===== config.mk =====
export PLATFORM = sky130hd
export DESIGN_NAME = iob_pbus_merge
export DESIGN_NICKNAME = d
export VERILOG_FILES = /design/src/rtl/iob_pbus_merge.sv
export SDC_FILE = /design/constraint.sdc
export NUM_CORES = 1
export LEC_CHECK = 0
export ABC_AREA = 1
export CORE_AREA = 2 2 100 102
export CTS_BUF_LIST = sky130_fd_sc_hd__clkbuf_4
export DETAILED_ROUTE_END_ITERATION = 7
export DIE_AREA = 0 0 102 104
export GPL_TIMING_DRIVEN = 0
export PLACE_DENSITY = 0.66
export SLEW_MARGIN = 20
export SYNTH_ARGS = -nofsm -noshare
export SYNTH_HDL_FRONTEND = slang
export SYNTH_SLANG_ARGS = --single-unit

===== constraint.sdc =====
create_clock -name clk_i -period 2.1 [get_ports clk_i]
set_clock_uncertainty 0.2 [all_clocks]
set_input_delay 0.21 -clock clk_i [delete_from_list [all_inputs] [get_ports clk_i]]
set_output_delay 0.21 -clock clk_i [all_outputs]
set_load 0.05 [all_outputs]

===== src/rtl/iob_pbus_merge.sv =====
// iob_pbus_merge: two-manager to one-subordinate IOb native-bus merge.
// Round-robin arbitration; the grant is locked from request acceptance until
// the transaction completes (ready for writes, rvalid for reads). The granted
// request passes through combinationally, with no payload registers.
module iob_pbus_merge #(
    parameter int ADDR_W = 14,
    parameter int DATA_W = 32
) (
    input  logic                clk_i,
    input  logic                cke_i,
    input  logic                rst_n_i,
    // manager 0
    input  logic                s0_iob_valid_i,
    input  logic [ADDR_W-1:0]   s0_iob_addr_i,
    input  logic [DATA_W-1:0]   s0_iob_wdata_i,
    input  logic [DATA_W/8-1:0] s0_iob_wstrb_i,
    output logic                s0_iob_rvalid_o,
    output logic [DATA_W-1:0]   s0_iob_rdata_o,
    output logic                s0_iob_ready_o,
    // manager 1
    input  logic                s1_iob_valid_i,
    input  logic [ADDR_W-1:0]   s1_iob_addr_i,
    input  logic [DATA_W-1:0]   s1_iob_wdata_i,
    input  logic [DATA_W/8-1:0] s1_iob_wstrb_i,
    output logic                s1_iob_rvalid_o,
    output logic [DATA_W-1:0]   s1_iob_rdata_o,
    output logic                s1_iob_ready_o,
    // merged subordinate port
    output logic                m_iob_valid_o,
    output logic [ADDR_W-1:0]   m_iob_addr_o,
    output logic [DATA_W-1:0]   m_iob_wdata_o,
    output logic [DATA_W/8-1:0] m_iob_wstrb_o,
    input  logic                m_iob_rvalid_i,
    input  logic [DATA_W-1:0]   m_iob_rdata_i,
    input  logic                m_iob_ready_i
);

    typedef enum logic [1:0] {
        IDLE        = 2'd0,
        WAIT_READY  = 2'd1,
        WAIT_RVALID = 2'd2
    } state_t;

    state_t state_q, state_d;
    logic   gnt_q,   gnt_d;
    logic   last_q,  last_d;

    logic                sel;
    logic                src;
    logic                src_valid;
    logic                src_write;
    logic                req_phase;
    logic                ready_fwd;
    logic                rvalid_fwd;

    // Arbitration: a lone requester wins; on a tie the manager not served last
    // wins; with no request the grant is left where it was.
    always_comb begin
        sel = gnt_q;
        if (s0_iob_valid_i && !s1_iob_valid_i) begin
            sel = 1'b0;
        end else if (s1_iob_valid_i && !s0_iob_valid_i) begin
            sel = 1'b1;
        end else if (s0_iob_valid_i && s1_iob_valid_i) begin
            sel = ~last_q;
        end
    end

    // Request routing: the fresh arbitration result in IDLE, the locked grant
    // otherwise. Payload is muxed in every state; only valid is gated.
    always_comb begin
        src       = (state_q == IDLE) ? sel : gnt_q;
        req_phase = (state_q != WAIT_RVALID);
        if (src) begin
            src_valid     = s1_iob_valid_i;
            m_iob_addr_o  = s1_iob_addr_i;
            m_iob_wdata_o = s1_iob_wdata_i;
            m_iob_wstrb_o = s1_iob_wstrb_i;
        end else begin
            src_valid     = s0_iob_valid_i;
            m_iob_addr_o  = s0_iob_addr_i;
            m_iob_wdata_o = s0_iob_wdata_i;
            m_iob_wstrb_o = s0_iob_wstrb_i;
        end
        src_write = |m_iob_wstrb_o;
    end

    // Response routing. During reset everything handshake-related is forced
    // low. A read response outside WAIT_RVALID is only forwarded together
    // with the ready of a live request, so a stale rvalid arriving in IDLE
    // after an abandoned transaction is dropped.
    always_comb begin
        m_iob_valid_o   = rst_n_i && req_phase && src_valid;
        ready_fwd       = rst_n_i && req_phase && m_iob_ready_i;
        rvalid_fwd      = rst_n_i && m_iob_rvalid_i &&
                          (!req_phase || (src_valid && m_iob_ready_i));
        s0_iob_ready_o  = ready_fwd  && !src;
        s1_iob_ready_o  = ready_fwd  &&  src;
        s0_iob_rvalid_o = rvalid_fwd && !src;
        s1_iob_rvalid_o = rvalid_fwd &&  src;
        s0_iob_rdata_o  = m_iob_rdata_i;
        s1_iob_rdata_o  = m_iob_rdata_i;
    end

    // Next-state logic: lock the grant on acceptance and record the served
    // manager in last when its transaction completes.
    always_comb begin
        state_d = state_q;
        gnt_d   = gnt_q;
        last_d  = last_q;
        case (state_q)
            IDLE: begin
                if (src_valid) begin
                    gnt_d = sel;
                    if (m_iob_ready_i) begin
                        if (src_write || m_iob_rvalid_i) begin
                            last_d = sel;
                        end else begin
                            state_d = WAIT_RVALID;
                        end
                    end else begin
                        state_d = WAIT_READY;
                    end
                end
            end
            WAIT_READY: begin
                if (m_iob_ready_i) begin
                    if (src_write || m_iob_rvalid_i) begin
                        state_d = IDLE;
                        last_d  = gnt_q;
                    end else begin
                        state_d = WAIT_RVALID;
                    end
                end
            end
            WAIT_RVALID: begin
                if (m_iob_rvalid_i) begin
                    state_d = IDLE;
                    last_d  = gnt_q;
                end
            end
            default: begin
                state_d = IDLE;
            end
        endcase
    end

    // State registers; clock enable gates both reset and update.
    always_ff @(posedge clk_i) begin
        if (cke_i) begin
            if (!rst_n_i) begin
                state_q <= IDLE;
                gnt_q   <= 1'b0;
                last_q  <= 1'b1;
            end else begin
                state_q <= state_d;
                gnt_q   <= gnt_d;
                last_q  <= last_d;
            end
        end
    end

endmodule


# Yosys cells after proc, flatten, opt, wreduce, memory -nomap -nowiden
# Cells that the tools add are included.
# word_totals
reg_bits,4
latchBits,0
ramBits,0
mem_bits_ro,0
input_bits,139
out_inout_bits,119
wordCells,65
memories,0
# op_classes
add_sub_neg,0
multipliers,0
n_div,0
order_cmp,0
eq_ne,13
shifts,0
muxes,24
n_bitwise,1
n_reduce_logical,24
# op_table
cell,count
2-to-1 mux 32 bit,1
"inequality test 3 bit, second input constant",5
2-to-1 mux 14 bit,1
logical AND 1 bit,13
2-to-1 mux 1 bit,13
2-to-1 mux 2 bit,6
AND reduction 8 bit,1
one-hot mux 2 bit (3 select lines),1
AND reduction 5 bit,1
logical NOT 1 bit,4
2-to-1 mux 4 bit,1
"inequality test 2 x 1 -> 1 bit, second input constant",2
"inequality test 4 x 1 -> 1 bit, second input constant",1
"inequality test 4 bit, second input constant",1
OR reduction 4 bit,1
"inequality test 3 x 2 -> 1 bit, second input constant",1
one-hot mux 1 bit (3 select lines),1
AND reduction 3 bit,1
"== test 2 x 1 -> 1 bit, second input constant",1
"== test 2 bit, second input constant",1
logical NOT 2 bit,1
logical OR 1 bit,2
"inequality test 2 bit, second input constant",1
inverter 1 bit,1

# Longest topological paths before layout
# depth
ltp_word,12
ltp_mapped,11
depth_no_buf,11

# Worst setup path before layout
# OpenSTA, ideal clock, no wires.
# synth_path
path_kind,flip-flop to output port
from,register state_q[0]
to,output port m_iob_valid_o
arrival_ns,2.109
t_required_ns,1.690
path_slack_ns,-0.419
path_stages_with_launch,9
path_buffers,0
path_cell_list,edfxtp_1 inv_1 ha_1 inv_1 nand2_1 nand2_2 nand2_1 o21ai_1 nor3_1
# synth_between
elab_chain_cells,4
word_cells_on_any_way,6
cone_classes,1 x eq/ne; 2 x mux; 3 x reduce/logical
# synth_rtl
element,line,source
"start, declared",44,"state_t state_q, state_d;"
"start signal, assigned",156,state_q <= state_d;
logical NOT 2 bit,72,src = (state_q == IDLE) ? sel : gnt_q;
2-to-1 mux 1 bit,72,
2-to-1 mux 1 bit,74,if (src) begin
logical AND 1 bit (*),93,m_iob_valid_o = rst_n_i && req_phase && src_valid;
"end, declared",29,"output logic m_iob_valid_o,"
# Every way passes the cells marked *; elsewhere a longest branch is shown, timed or not.

# Worst setup path after layout
# layout_path
from,register state_q[0]
to,output port s0_iob_rvalid_o
# layout_between
elab_chain_cells,7
word_cells_on_any_way,10
cone_classes,1 x eq/ne; 2 x mux; 7 x reduce/logical
# layout_rtl
element,line,source
logical NOT 2 bit,72,
2-to-1 mux 1 bit,72,
2-to-1 mux 1 bit,74,
logical AND 1 bit,96,(!req_phase || (src_valid && m_iob_ready_i));
logical OR 1 bit,96,
logical AND 1 bit,95,rvalid_fwd = rst_n_i && m_iob_rvalid_i &&
logical AND 1 bit (*),99,s0_iob_rvalid_o = rvalid_fwd && !src;
"end, declared",17,"output logic s0_iob_rvalid_o,"
# Marked as above.

==> metrics.md <==
| Metric | Value |
|---|---|
| CTS sink count | 4 |
| Nets@finish | 686 |
| Layout area overhead | 186% |
| Gr ovfl total | 0 |
| Site row count | 36 |
| CP Capture Type | output pin |
| Max_cap viols | 0 |
| Min Tclk post-route | 2.28 ns |
| Worst VDD drop | 0.223 mV |
| Failing checks | setup timing |
| Fmax | 0.438 GHz |
| Final std cells w/o fill | 675 |
| Dpl hpwl | 6890 um |
| Vias post-DR | 2612 |
| Largest cells by area after synthesis | nand2_1, buf_4, edfxtp_1 |
| Crit path DAT | 1.87 ns |
| Diode count | 0 |
| Status | complete, but fails checks |
| Yosys reg bits | 4 |
| Power Total | 2.18 mW |
| Post-Synthesis Cells | 295 |
| RSZ-0062 raised after global routing | true |
| Cell taking the most area after synthesis | nand2_1 |
| Max transition margin | 0.662 |
| Max FO, Critical Path | 4 |
| Slew Viols, Final | 0 |
| Number of DRC markers in iteration 0 | 97 |
| Drt first pass iters | 4 |
| Root Buffer | clkbuf_4 |
| Io pins | 258 |
| Gr usage total | 0.138 |
| Hold-fix buffers, CTS | 0 |
| Power Density | 492 nW/um2 |
| Initial antenna violation count | 1 |
| LEAKAGE | 2.20 nW |
| Initial Util | 0.162 |
| Critical path required time | 1.69 ns |
| Ys Warns | 0 |
| Die area | 10600 um2 |
| Synthesized area | 1550 um2 |
| First-pass GRT wire length | 12000 um |
| Mapped Avg Cell Area | 5.25 um2 |
| Share of cells above drive strength 1 | 0.327 |
| Hold Crit Class | input port to flop |
| Routed wire length | 8540 um |
| TritonCTS clock tree | built |
| Worst-path clk slew | 0.04 ns |
| Distinct cells, synth | 19 |
| Vias in the first global route | 2438 |
| PnR worst setup slack | -0.182 ns |
| Post-route setup TNS | -6.27 ns |
| Die Y | 104 um |
| Mapped Nets | 437 |
| Clk_lat worst skew | 0.24 ns |
| Largest net degree at the start of global routing | 11 |
| Critical path type | flop to output pin |
| Hold WS | 0.288 ns |
| CORE AREA | 9550 um2 |
| Number of H-tree levels | 1 |
| Final Hold Vio Count | 0 |
| Post-synthesis sequential area ratio | 0.0776 |
| Final setup fails | 56 |
| Worst slack, placed | -0.936 ns |
| Crit share post-route | 1.09 |
| CTS Buf Count | 3 |
| Longest Clk Path Bufs | 2 |
| Vias/cell | 3.87 |
| Share of the synthesized area in the top cell type | 0.405 |
| GP Congestion | 0.845 |
| CP startpoint kind | flop |
| Placed insts | 652 |
| Least-Margin Pin Slew | 0.505 ns |
| DRC Markers | 0 |
| Die width | 102 um |
| DR WL/cell | 12.7 um |
| Post-route ant nets | 0 |
| PortBufs | 224 |
==> what timing repair did <==
| action | CTS | global route |
|---|---|---|
| pin swaps | 5 | 7 |
| resized for setup | 395 | 39 |
| buffers inserted | 10 | 8 |
| cloned | 0 | 2 |
| setup endpoints to repair | 57 | 58 |
| endpoints found under the hold margin | 0 | 0 |
==> logic make-up (layout without fill, tap and decap cells) <==
logic type,Yosys count,after routing,synth area share
flops,4,4,0.0776
compound gates,8,8,0.0315
buf+inv,89,336,0.385
simple gates,191,191,0.482
fa+ha+maj,3,3,0.0243
==> where the power goes <==
| group | switching [mW] | leakage, nW | internal (mW) |
|---|---|---|---|
| Sequential | 0.00329 | 0.0385 | 0.0972 |
| Clock | 0.0354 | 0.0138 | 0.0642 |
| Combinational | 1.16 | 2.15 | 0.825 |
| Total | 1.19 | 2.20 | 0.987 |
==> metal layers <==
metal,up-vias,GRT usage,wire (um)
li1,1319,-,-
met1,1132,0.146,3040
met2,147,0.277,4640
met3,12,0.0242,735
met4,2,0.0257,110
met5,-,0,13
==> Yosys cell counts <==
cell	instances
nand2_1	167
a21oi_1	2
nor3_1	1
o211a_1	1
buf_4	68
nand3_2	1
nand3_1	8
clkbuf_1	2
buf_2	5
nand2_2	3
o21ai_0	2
nand3b_1	1
inv_1	14
o21bai_1	1
nor2_1	10
o21ai_1	1
o22ai_1	1
ha_1	3
edfxtp_1	4
==> through the flow <==
stage	util	area [um2]
global route	0.464	4430
floorplan	-	1580
detailed placement	0.418	3990
global placement	0.418	3990
finish	0.464	4430
CTS	0.442	4220
==> critical path, cell delays in order (launching register included) <==
cell	delay, ns
edfxtp_1	0.39
inv_2	0.10
ha_4	0.18
inv_4	0.05
nand2_4	0.10
nand2_8	0.06
buf_6	0.14
nand2_4	0.06
o21ai_4	0.06
o21ai_1	0.12
nand2_1	0.10
nor2_2	0.11
buf_6	0.16
==> final timing paths <==
kind	endpoint	start	cells past startpoint	slack (ns)
worst min-delay path	gnt_q$_SDFFCE_PN0P_	rst_n_i	4	0.29
worst max register to register	state_q[0]$_SDFFCE_PN0P_	state_q[0]$_SDFFCE_PN0P_	11	-0.11
worst max-delay path	s0_iob_rvalid_o	state_q[0]$_SDFFCE_PN0P_	12	-0.18
worst min register to register	last_q$_SDFFCE_PN1P_	gnt_q$_SDFFCE_PN0P_	3	0.54
==> state kept, by name (all words and copies together), names as in the netlist <==
signal and count:
state_q 2, gnt_q 1, last_q 1
==> area by class of cell <==
cell class,count,area [um2]
Inverter,14,55.1
Buffer,75,612
Timing Repair Buffer,244,2480
Tap cell,133,166
Sequential cell,4,120
Fill cell,948,5120
Clock buffer,3,22.5
Multi-Input combinational cell,202,971
==> placed cells by master, fill, tap and decap left out, types with 3 or more instances in the layout <==
cell type,Yosys,routed
buf_4,68,87
buf_6,0,46
buf_8,0,7
clkbuf_4,0,8
clkdlybuf4s50_1,0,167
edfxtp_1,4,4
inv_1,14,10
inv_2,0,3
nand2_1,167,160
nand2_2,3,3
nand2_4,0,5
nand3_1,8,7
nor2_1,10,5
nor2_2,0,4
No activity file was read; power rests on OpenSTA's default activity.
